**src/rtl/zet_wb_bridge_pkg.sv**
```systemverilog
// zet_wb_bridge_pkg: FSM state encoding and Wishbone byte-lane select constants
package zet_wb_bridge_pkg;

    typedef enum logic [1:0] {IDLE, CYC1, CYC2, DONE} state_t;

    localparam logic [1:0] SEL_LO = 2'b01;
    localparam logic [1:0] SEL_HI = 2'b10;
    localparam logic [1:0] SEL_W  = 2'b11;

endpackage

```
**src/rtl/zet_wb_bridge_lanes.sv**
```systemverilog
// zet_wb_lanes: byte-lane select, write-data steering and read-byte extraction
// ports: a0/byte_op/phase/dat in -> sel, wdat out; rd in -> rbyte out
module zet_wb_lanes
    import zet_wb_bridge_pkg::*;
(
    input  logic        a0,
    input  logic        byte_op,
    input  logic        phase,
    input  logic [15:0] dat,
    input  logic [15:0] rd,
    output logic [1:0]  sel,
    output logic [15:0] wdat,
    output logic [7:0]  rbyte
);

    // phase 1 only occurs on the second half of an odd word, which uses the low lane
    always_comb begin
        sel   = byte_op ? (a0 ? SEL_HI : SEL_LO) : !a0 ? SEL_W : phase ? SEL_LO : SEL_HI;
        wdat  = (!byte_op && !a0) ? dat : phase ? {dat[15:8], dat[15:8]} : {dat[7:0], dat[7:0]};
        rbyte = a0 ? rd[15:8] : rd[7:0];
    end

endmodule

```
**src/rtl/zet_wb_bridge.sv**
```systemverilog
// zet_wb_bridge: Zet core bus to 16-bit Wishbone master, splitting odd word accesses
// ports: clk, rst; cpu_* request in, cpu_block/cpu_dat_i/iid_dat_i out; wb_* master
module zet_wb_bridge
    import zet_wb_bridge_pkg::*;
(
    input  logic        clk,
    input  logic        rst,
    input  logic [19:0] cpu_adr_o,
    input  logic [15:0] cpu_dat_o,
    input  logic        cpu_byte_o,
    input  logic        cpu_mem_op,
    input  logic        cpu_m_io,
    input  logic        cpu_we_o,
    output logic        cpu_block,
    output logic [15:0] cpu_dat_i,
    output logic [15:0] iid_dat_i,
    output logic [18:0] wb_adr_o,
    output logic [15:0] wb_dat_o,
    output logic [1:0]  wb_sel_o,
    output logic        wb_we_o,
    output logic        wb_tga_o,
    output logic        wb_cyc_o,
    output logic        wb_stb_o,
    input  logic [15:0] wb_dat_i,
    input  logic        wb_ack_i
);

    state_t      state, next;
    logic        a0_q, byte_q;
    logic [15:0] dat_q, rd_q;
    logic [7:0]  lo_q;
    logic        idle, odd, l_a0, l_byte;
    logic [15:0] l_dat, wdat;
    logic [1:0]  sel;
    logic [7:0]  rbyte;

    // lanes see the live request in IDLE and the latched access afterwards
    always_comb begin
        idle      = state == IDLE;
        odd       = !byte_q && a0_q;
        l_a0      = idle ? cpu_adr_o[0] : a0_q;
        l_byte    = idle ? cpu_byte_o : byte_q;
        l_dat     = idle ? cpu_dat_o : dat_q;
        next      = idle ? (cpu_mem_op ? CYC1 : IDLE)
                  : state == CYC1 ? (wb_ack_i ? (odd ? CYC2 : DONE) : CYC1)
                  : state == CYC2 ? (wb_ack_i ? DONE : CYC2) : IDLE;
        cpu_block = !rst && ((idle && cpu_mem_op) || state == CYC1 || state == CYC2);
        cpu_dat_i = rd_q;
        iid_dat_i = rd_q;
    end

    zet_wb_lanes lanes (
        .a0      (l_a0),
        .byte_op (l_byte),
        .phase   (state == CYC1),
        .dat     (l_dat),
        .rd      (wb_dat_i),
        .sel     (sel),
        .wdat    (wdat),
        .rbyte   (rbyte)
    );

    always_ff @(posedge clk) begin
        if (rst) begin
            state    <= IDLE;
            a0_q     <= 1'b0;
            byte_q   <= 1'b0;
            dat_q    <= '0;
            rd_q     <= '0;
            lo_q     <= '0;
            wb_adr_o <= '0;
            wb_dat_o <= '0;
            wb_sel_o <= '0;
            wb_we_o  <= 1'b0;
            wb_tga_o <= 1'b0;
            wb_cyc_o <= 1'b0;
            wb_stb_o <= 1'b0;
        end else begin
            state <= next;
            if (idle && cpu_mem_op) begin
                a0_q     <= cpu_adr_o[0];
                byte_q   <= cpu_byte_o;
                dat_q    <= cpu_dat_o;
                wb_adr_o <= cpu_adr_o[19:1];
                wb_sel_o <= sel;
                wb_dat_o <= wdat;
                wb_we_o  <= cpu_we_o;
                wb_tga_o <= cpu_m_io;
                wb_cyc_o <= 1'b1;
                wb_stb_o <= 1'b1;
            end
            if (state == CYC1 && wb_ack_i) begin
                if (odd) begin
                    // cyc/stb stay high; only address, lanes and data move to the next word
                    wb_adr_o <= wb_adr_o + 19'd1;
                    wb_sel_o <= sel;
                    wb_dat_o <= wdat;
                    lo_q     <= rbyte;
                end else begin
                    wb_cyc_o <= 1'b0;
                    wb_stb_o <= 1'b0;
                    if (!wb_we_o)
                        rd_q <= byte_q ? {8'h00, rbyte} : wb_dat_i;
                end
            end
            if (state == CYC2 && wb_ack_i) begin
                wb_cyc_o <= 1'b0;
                wb_stb_o <= 1'b0;
                if (!wb_we_o)
                    rd_q <= {wb_dat_i[7:0], lo_q};
            end
        end
    end

endmodule

```
**config.mk**
```make
export PLATFORM = sky130hd
export DESIGN_NAME = zet_wb_bridge
export DESIGN_NICKNAME = d
export VERILOG_FILES = /design/src/rtl/zet_wb_bridge_pkg.sv /design/src/rtl/zet_wb_bridge_lanes.sv /design/src/rtl/zet_wb_bridge.sv
export SDC_FILE = /design/constraint.sdc
export NUM_CORES = 1
export LEC_CHECK = 0
export ABC_CLOCK_PERIOD_IN_PS = 2550
export CAP_MARGIN = 20
export CORE_ASPECT_RATIO = 1.1
export CORE_MARGIN = 8
export CORE_UTILIZATION = 46
export CTS_CLUSTER_SIZE = 12
export DETAILED_ROUTE_END_ITERATION = 10
export PLACE_DENSITY = 0.88
export SLEW_MARGIN = 15
export SYNTH_ARGS = -nofsm -noshare
export SYNTH_HDL_FRONTEND = slang
export SYNTH_SLANG_ARGS = --single-unit
```
**constraint.sdc**
```tcl
create_clock -name clk -period 2.55 [get_ports clk]
set_clock_uncertainty 0.15 [all_clocks]
set_input_delay 0.51 -clock clk [delete_from_list [all_inputs] [get_ports clk]]
set_output_delay 0.51 -clock clk [all_outputs]
set_load 0.01 [all_outputs]
```
# Word level (Yosys, flattened, before mapping)
# Index checks and enable logic that the tools add are counted.
# W data, S select, Z words.
[word_totals]
output_inout_bits = 74
word_cells = 69
input_bits = 59
reg_bits = 85
[op_classes]
n_reduce_logical = 15
n_mux = 38
n_eq_ne = 2
add_sub_neg = 1
[op_table]
columns = ["op", "count"]
rows = [
  ["$mux W16", 12],
  ["$mux W19", 3],
  ["$mux W2", 11],
  ["$add A19 B1 Y19 const B", 1],
  ["$mux W1", 11],
  ["$mux W8", 1],
  ["$logic_and A1 B1 Y1", 6],
  ["$logic_not A1 Y1", 4],
  ["$eq A2 B1 Y1 const B", 1],
  ["$eq A2 B2 Y1 const B", 1],
  ["$logic_not A2 Y1", 1],
  ["$logic_or A1 B1 Y1", 2],
  ["$reduce_and A2 Y1", 1],
  ["$reduce_or A2 Y1", 1],
]

# Longest topological paths before layout
# Gate-level depths: netlist of run 1.
[logic_depth]
ltp_word = 9
mapped_depth = 8
depth_no_buf = 6

# Cells and area by module
# From an unflattened synthesis of run 1, not the netlist that was laid out.
[unflattened]
hier_cells = 545
area_unflattened_um2 = 4453.0
[modules_own_cells]
columns = ["mod", "n_inst", "seq_area_each_um2", "area_each_um2", "cells_per_inst"]
rows = [
  ["zet_wb_bridge", 1, 1701.6, 4117.7, 515],
  ["zet_wb_lanes", 1, 0.0, 335.3, 30],
]

# Worst setup path before layout of run 1
# Ideal clock, no wire load.
[synth_timing]
path_kind = "reg-to-reg"
start = "register state[0]"
end = "register (tool-made name)"
n_path_buf = 1
stages_incl_launch_ff = 7
period_less_slack_ps = 1890
required_time_ps = 2305
arrival_time_ps = 1645
setup_time_ps = 95
setup_slack_ps = 660
path_cell_list = "dfxtp_1 -> nor2_2 -> mux2i_4 -> nand2b_1 -> buf_4 -> mux2i_1 -> a221oi_1"
[synth_lines]
columns = ["element", "line_no", "source"]
rows = [
  ["start, declared", "zet_wb_bridge.sv:28", "state_t state, next;"],
  ["start signal, assigned", "zet_wb_bridge.sv:79", "state <= next;"],
]

# Final worst setup path of run 1
[layout_timing]
start = "register state[1]"
end = "output cpu_block"
[layout_between]
elab_chain_cells = 5
elab_cells_between_ends = 7
classes_between = "2 x eq/ne; 5 x reduce/logical"
[layout_lines]
columns = ["element", "line_no", "source"]
rows = [
  ["$logic_not A2 Y1", "zet_wb_bridge.sv:39", "idle = state == IDLE;"],
  ["$logic_and A1 B1 Y1", "zet_wb_bridge.sv:47", "cpu_block = !rst && ((idle && cpu_mem_op) || state == CYC1 || state == CYC2);"],
  ["$logic_or A1 B1 Y1", "zet_wb_bridge.sv:47", ""],
  ["$logic_or A1 B1 Y1 (*)", "zet_wb_bridge.sv:47", ""],
  ["$logic_and A1 B1 Y1 (*)", "zet_wb_bridge.sv:47", ""],
  ["end, declared", "zet_wb_bridge.sv:14", "output logic cpu_block,"],
]
# Every way passes the cells marked *; elsewhere a longest branch is shown, timed or not.

==> results of run 1 <==
## stage by stage
| stage | instances | total power, mW |
|---|---|---|
| finish | 700 | 3.27 |
| global route | 700 | 3.39 |
| CTS | 699 | 3.27 |
| detailed placement | 683 | 2.22 |
| global placement | 683 | 2.19 |
| floorplan | 474 | 1.82 |
## metal layers
metal | part of all wire | up-vias | track usage
met5 | 0.0010 | - | 0
met2 | 0.49 | 189 | 0.358
li1 | - | 1929 | -
met1 | 0.41 | 1986 | 0.237
met3 | 0.077 | 21 | 0.0625
met4 | 0.015 | 2 | 0.0763
## power by group through the flow
stage / logic [mW] / registers [mW] / clock network, mW
floorplan: 0.373 / 1.44 / 0
global placement: 0.765 / 1.43 / 0
detailed placement: 0.785 / 1.43 / 0
CTS: 0.792 / 1.41 / 1.07
global route: 0.852 / 1.42 / 1.12
finish: 0.794 / 1.41 / 1.07
## kinds of logic after synthesis
logic type	count (synthesis)
and+or+nand+nor	177
AOI/OAI and AO/OA	131
DFF	78
buffers and inverters	58
muxes	29
adders and majority gates	1
## tightest hold or removal path: cells and delay by family (launching register included)
| family | cells | cell delay, ns |
|---|---|---|
| AOI/OAI and AO/OA | 1 | 0.06 |
| and+or+nand+nor | 1 | 0.05 |
| DFF | 1 | 0.32 |
## cells in the final DEF (no fill, tap or decap), types with 9 or more instances in the layout
| cell type | netlist | layout |
|---|---|---|
| buf_4 | 17 | 16 |
| nand3_1 | 13 | 13 |
| a311oi_1 | 9 | 9 |
| clkdlybuf4s50_1 | 0 | 131 |
| a211oi_1 | 17 | 17 |
| a31oi_1 | 9 | 9 |
| a21oi_1 | 36 | 36 |
| nand2_1 | 57 | 57 |
| a221oi_1 | 11 | 11 |
| clkbuf_8 | 0 | 11 |
| mux2i_1 | 26 | 26 |
| nand2b_1 | 12 | 12 |
| dfxtp_1 | 78 | 76 |
| o21ai_0 | 20 | 20 |
| nor2_1 | 50 | 50 |
## layout make-up
class                   count  area (um2)  area share
multi-input cells         338        2060       0.373
flip-flops and latches     78        1560       0.284
repair buffers            151        1500       0.272
clock buffers              11         151      0.0275
well taps                 111         139      0.0252
clock inverters             5        78.8      0.0143
inverters                   6        22.5     0.00409
## worst paths after layout
path	from	to	slack [ns]	cells past startpoint
hold reg to reg	lo_q[5]$_SDFFE_PP0P_	register	0.32	2
hold / removal	lo_q[5]$_SDFFE_PP0P_	register	0.32	2
setup reg to reg	state[1]$_SDFF_PP0_	register	0.31	6
setup / recovery	state[1]$_SDFF_PP0_	cpu_block	0.07	4
## timing repair
item | CTS | global route
endpoints found under the setup margin | 1 | 1
setup buffers | 0 | 0
endpoints found under the hold margin | 0 | 0
gates resized for setup | 1 | 1
==> run metrics, run 1 <==
layout cells sized above 1 0.0832; Max Fclk 404 MHz; WL/cell 18.1 um; # setup viols final 0; mux contribution to synthesized area 0.0781; Gate power share 0.243; Worst EP required 1.89 ns; largest family of logic cells by synthesized area compound AO/OA/AOI/OAI gates; unrepaired setup endpoints after global routing no; TritonRoute pass-1 iters 4; drt first-iter violations roughly 220; DRC errors left 0; Root Buffer clkbuf_8; synthesized area per cell 8.25 um2; post-place setup slack -0.0930 ns; Max stage delay on crit path between 0.4 and 0.5 ns; RD Place Congestion approximately 0.9; total congestion overflow 0; area share of the largest cell type after synthesis 0.399; top cell type by total area after synthesis dfxtp_1; Worst Path Buf+Inv 1; largest fanout on the critical path 13; hpwl dp approximately 9000 um; Post-synth ARST share 0; XOR/XNOR share of the synthesized area 0; Switching Power just over 0.9 mW; Critical Path End Type output port; initial antenna violation count 1; CTS sink count 78; WS Path Type register to output port; Hold/Removal Path Class register to register; number of global-route vias before repair 4105; post-layout util 0.662; Cell variety after synth 51; synth warn 0; Final ANT Viol Nets 0; pin count of the biggest net entering global routing 80; Post-Synthesis Cells 474; drt total wl 12700 um; Post-synth top cells dfxtp_1, nand2_1, nor2_1, a21oi_1, mux2i_1; Ports approximately 130; endpoints failing hold 0; dominant cell by count in the synthesized netlist dfxtp_1; Setup TNS Final 0 ns; Max VDD drop 0.000399 V; startpoint class of the critical path register; Synth Cell Area between 3000 and 4000 um2; DIE WIDTH 104 um; placed inst area between 5000 and 6000 um2; Core Rows 35; first-pass GRT wire length 20200 um; Post-Synthesis Net Count roughly 530; Crit path arrival time between 1.5 and 2 ns; final net count 644; vias per inst about 5.9; synthesis-stage register bit count 78; Seq pwr share 0.430; internal power contribution 2.34 mW; clk slew on worst S/H paths roughly 0.090 ns; status finished, final reports clean; fill count 683; final worst-path cycle share 0.971; Global Route Usage Sum 0.208; Tmin final ~2.5 ns; top post-synthesis cells by area dfxtp_1, mux2i_1, nand2_1; Skew-Pair Late Insertion Delay 0.35 ns; number of synthesized flops with an enable pin 0; core area 8320 um2; Post-Synth Simple-Gate Area 0.218; area grow syn2layout 40.9%; Clock Path Buffers 2; Post-Synth Adder-Cell Area 0.00320; post-synthesis sequential area ratio 0.399; switching share of power 0.285; leak pwr 2.03 nW; slowest cell on the critical path clkdlybuf4s50_1; MaxCap Viol Count 0; chip height approximately 110 um; TritonCTS buffer count 9; starting density of the core 0.470; ant diodes 0; setup ws final 0.0737 ns; critical path's top delay family buffers and inverters; hold_ws approximately 0.32 ns; total power per unit cell area approximately 600 nW/um2; crit-path cells or2_2 > o21bai_1 > a21oi_1 > clkdlybuf4s50_1; Rel. slew slack 0.551; H-tree levels 3; Clock Power Share 0.327; Post-Layout Inst Area 5510 um2; CTS tree done; hold buffer count at CTS 0; total die area 11700 um2; max-slew violations 0; routed vias roughly 4100; Port Buffers about 130; Worst Tran Pin Value 0.671 ns; predominant post-synthesis flop cell dfxtp_1; Synth Area in Compound Gates 0.227
(Power assumes the default switching activity.)
==> run 2: changes to the inputs <==
CORE_UTILIZATION = 47   (was 46)
CTS_BUF_LIST = sky130_fd_sc_hd__clkbuf_2 sky130_fd_sc_hd__clkbuf_4 sky130_fd_sc_hd__clkbuf_8   (was default)
PLACE_DENSITY = 0.89   (was 0.88)
SETUP_SLACK_MARGIN = 0.2   (was default)
==> run 2 against run 1 <==
First-iteration DRC count grew 25%; core utilization up 0.42 points; register-to-register slack better by 0.07 ns; die area shrank 1.8%; clock-buffer cell count rose by 3; total power decreased by 6.8%; combinational power is 2% higher; sequential share of layout area up 0.10 points; highest routed layer is now met4; critical path depth is the same.
==> run metrics, run 2 (same netlist as run 1, synthesis figures left out) <==
status finished, final reports clean; Worst Tran Pin Value 0.668 ns (-0.00261 ns); Tmin final 2.22 ns (-0.256 ns); final worst-path cycle share 0.871 (-0.101); reg2reg start state[0]$_SDFF_PP0_; area grow syn2layout 40.2%; setup bufs post-CTS 0 (unchanged); Clock Path Buffers 2 (unchanged); startpoint class of the critical path register; final net count 648 (+0.62%); hold endpoint wb_tga_o$_SDFFE_PP0P_; chip height 112 um (-0.92%); drt first-iter violations 278 (+25%); hpwl dp 9540 um (+6.6%); routed vias 4072 (-1.3%); Tot Pwr 3.05 mW (-6.8%); met1 usage 0.237 (-0.000506); commonest non-fill, non-tap cell in the layout clkdlybuf4s50_1; post-place setup slack -0.147 ns (-0.0538 ns); number of global-route vias before repair 4005 (-2.4%); total power per unit cell area 556 nW/um2 (-6.4%); Setup TNS Final 0 ns (unchanged); most frequent cells in the layout clkdlybuf4s50_1, dfxtp_1, nand2_1; hold_ws 0.314 ns (-0.00986 ns); # setup viols final 0 (unchanged); layout cells sized above 1 0.0878 (+0.00465); GR peak layer met2; Worst Path Buf+Inv 1 (unchanged); drt total wl 12700 um (+0.61%); Max stage delay on crit path 0.38 ns (-0.11 ns); Max Fclk 450 MHz (+12%); Root Buffer clkbuf_8; max-slew violations 0 (unchanged); Skew-Pair Late Insertion Delay 0.34 ns (about the same); Ports 133 (unchanged); starting density of the core 0.475 (+0.00500); leak pwr 2.03 nW (about the same); core area 8230 um2 (-1.1%); Hold/Removal Path Class register to register; total die area 11500 um2 (-1.8%); Worst EP required 1.89 ns (about the same); Crit path arrival time 1.56 ns (-0.26 ns); clk slew on worst S/H paths 0.07 ns (-0.02 ns); Max VDD drop 0.000323 V (-19%); Critical Path End Type output port; pin count of the biggest net entering global routing 43 (-46%); Port Buffers 132 (unchanged); hold path start wb_tga_o$_SDFFE_PP0P_; placed inst area 5290 um2 (+0.48%); endpoints failing hold 0 (unchanged); crit-path cells or2_2 > o21bai_1 > a21oi_1 > dlygate4sd2_1; largest fanout on the critical path 10 (-3); DRC errors left 0 (unchanged); RD Place Congestion 0.884 (-0.99%); WL/cell 18.1 um (about the same); Post-Layout Inst Area 5490 um2 (-0.43%); slowest cell on the critical path dfxtp_2; CTS tree done; critical path's top delay family flip-flops; Global Route Usage Sum 0.216 (+0.00864); unrepaired setup endpoints after global routing no; GR Layer Usage met3 0.0512 (-0.0113); H-tree levels 3 (unchanged); initial antenna violation count 1 (unchanged); Final ANT Viol Nets 0 (unchanged); Rel. slew slack 0.551 (-0.000718); first-pass GRT wire length 19900 um (-1.7%); TritonRoute pass-1 iters 5 (+1); DIE WIDTH 103 um (-0.90%); met2 GRT Util 0.364 (+0.00576); WHS Path Cells 2 (unchanged); r2r worst-path depth 6 (unchanged); TritonCTS buffer count 9 (unchanged); setup ws final 0.330 ns (+0.256 ns); MaxCap Viol Count 0 (unchanged); vias per inst 5.78 (-1.9%); R2R Setup Slk 0.38 ns (+0.07 ns); WS Path Type register to output port; CTS sink count 78 (unchanged); total congestion overflow 0 (unchanged); Core Rows 35 (unchanged)
==> run 2: cell count changes in the layout (fill, tap and decap cells not counted), sizes merged <==
cell | before | now
clkbuf | 11 | 14
dlygate4sd2 | 0 | 1
inv | 6 | 5
clkdlybuf4s50 | 131 | 130
diode | 0 | 1
clkinv | 3 | 2
buf | 20 | 24
bufinv | 2 | 0
==> run 2: worst min-delay path: stages (launching register included) <==
cell and delay (ns):
dfxtp_1 0.31, nand2_1 0.05, a21oi_1 0.05
==> run 2: final cells by class <==
| type | count | area (um2) |
|---|---|---|
| flip-flops and latches | 78 | 1560 |
| clock buffers | 14 | 174 |
| repair buffers | 155 | 1510 |
| inverters | 6 | 22.5 |
| fillers | 684 | 2750 |
| diodes | 1 | 2.50 |
| well taps | 111 | 139 |
| clock inverters | 1 | 5.00 |
| multi-input cells | 338 | 2070 |
==> run 2: worst max path at each step <==
stage                             start                 endpoint  slack, ns  depth (start not counted)
global route        state[0]$_SDFF_PP0_                 register       0.21                          6
global placement               wb_ack_i  wb_adr_o[18]$_SDFF_PP0_      -0.01                          6
detailed placement             wb_ack_i  wb_adr_o[14]$_SDFF_PP0_      -0.15                          6
CTS                            wb_ack_i  wb_adr_o[14]$_SDFF_PP0_       0.23                          6
floorplan           state[0]$_SDFF_PP0_                 register       0.66                          6
finish              state[1]$_SDFF_PP0_                cpu_block       0.33                          4
==> run 2: power breakdown <==
group | switching [mW] | leakage (nW) | internal (mW) | total [mW]
clock | 0.408 | 0.0968 | 0.434 | 0.842
combinational | 0.384 | 1.29 | 0.422 | 0.807
sequential | 0.0863 | 0.639 | 1.32 | 1.40
total | 0.879 | 2.03 | 2.17 | 3.05
==> run 2: per-layer routing <==
| metal | share of wire | routed length [um] |
|---|---|---|
| met2 | 0.51 | 6440 |
| met4 | 0.041 | 520 |
| met1 | 0.37 | 4740 |
| met3 | 0.081 | 1030 |
| met5 | 0 | 0 |
==> run 2: stage by stage <==
stage / util / cells
final: 0.666 / 704
after global routing: 0.666 / 704
after CTS: 0.665 / 703
after detailed placement: 0.643 / 688
after global placement: 0.643 / 688
after floorplan: - / 474
==> run 2: repair_timing <==
item                       in CTS  in global routing
hold buffers                    0                  0
hold endpoints to repair        0                  0
setup endpoints to repair       1                  9
gates resized for setup         2                  2
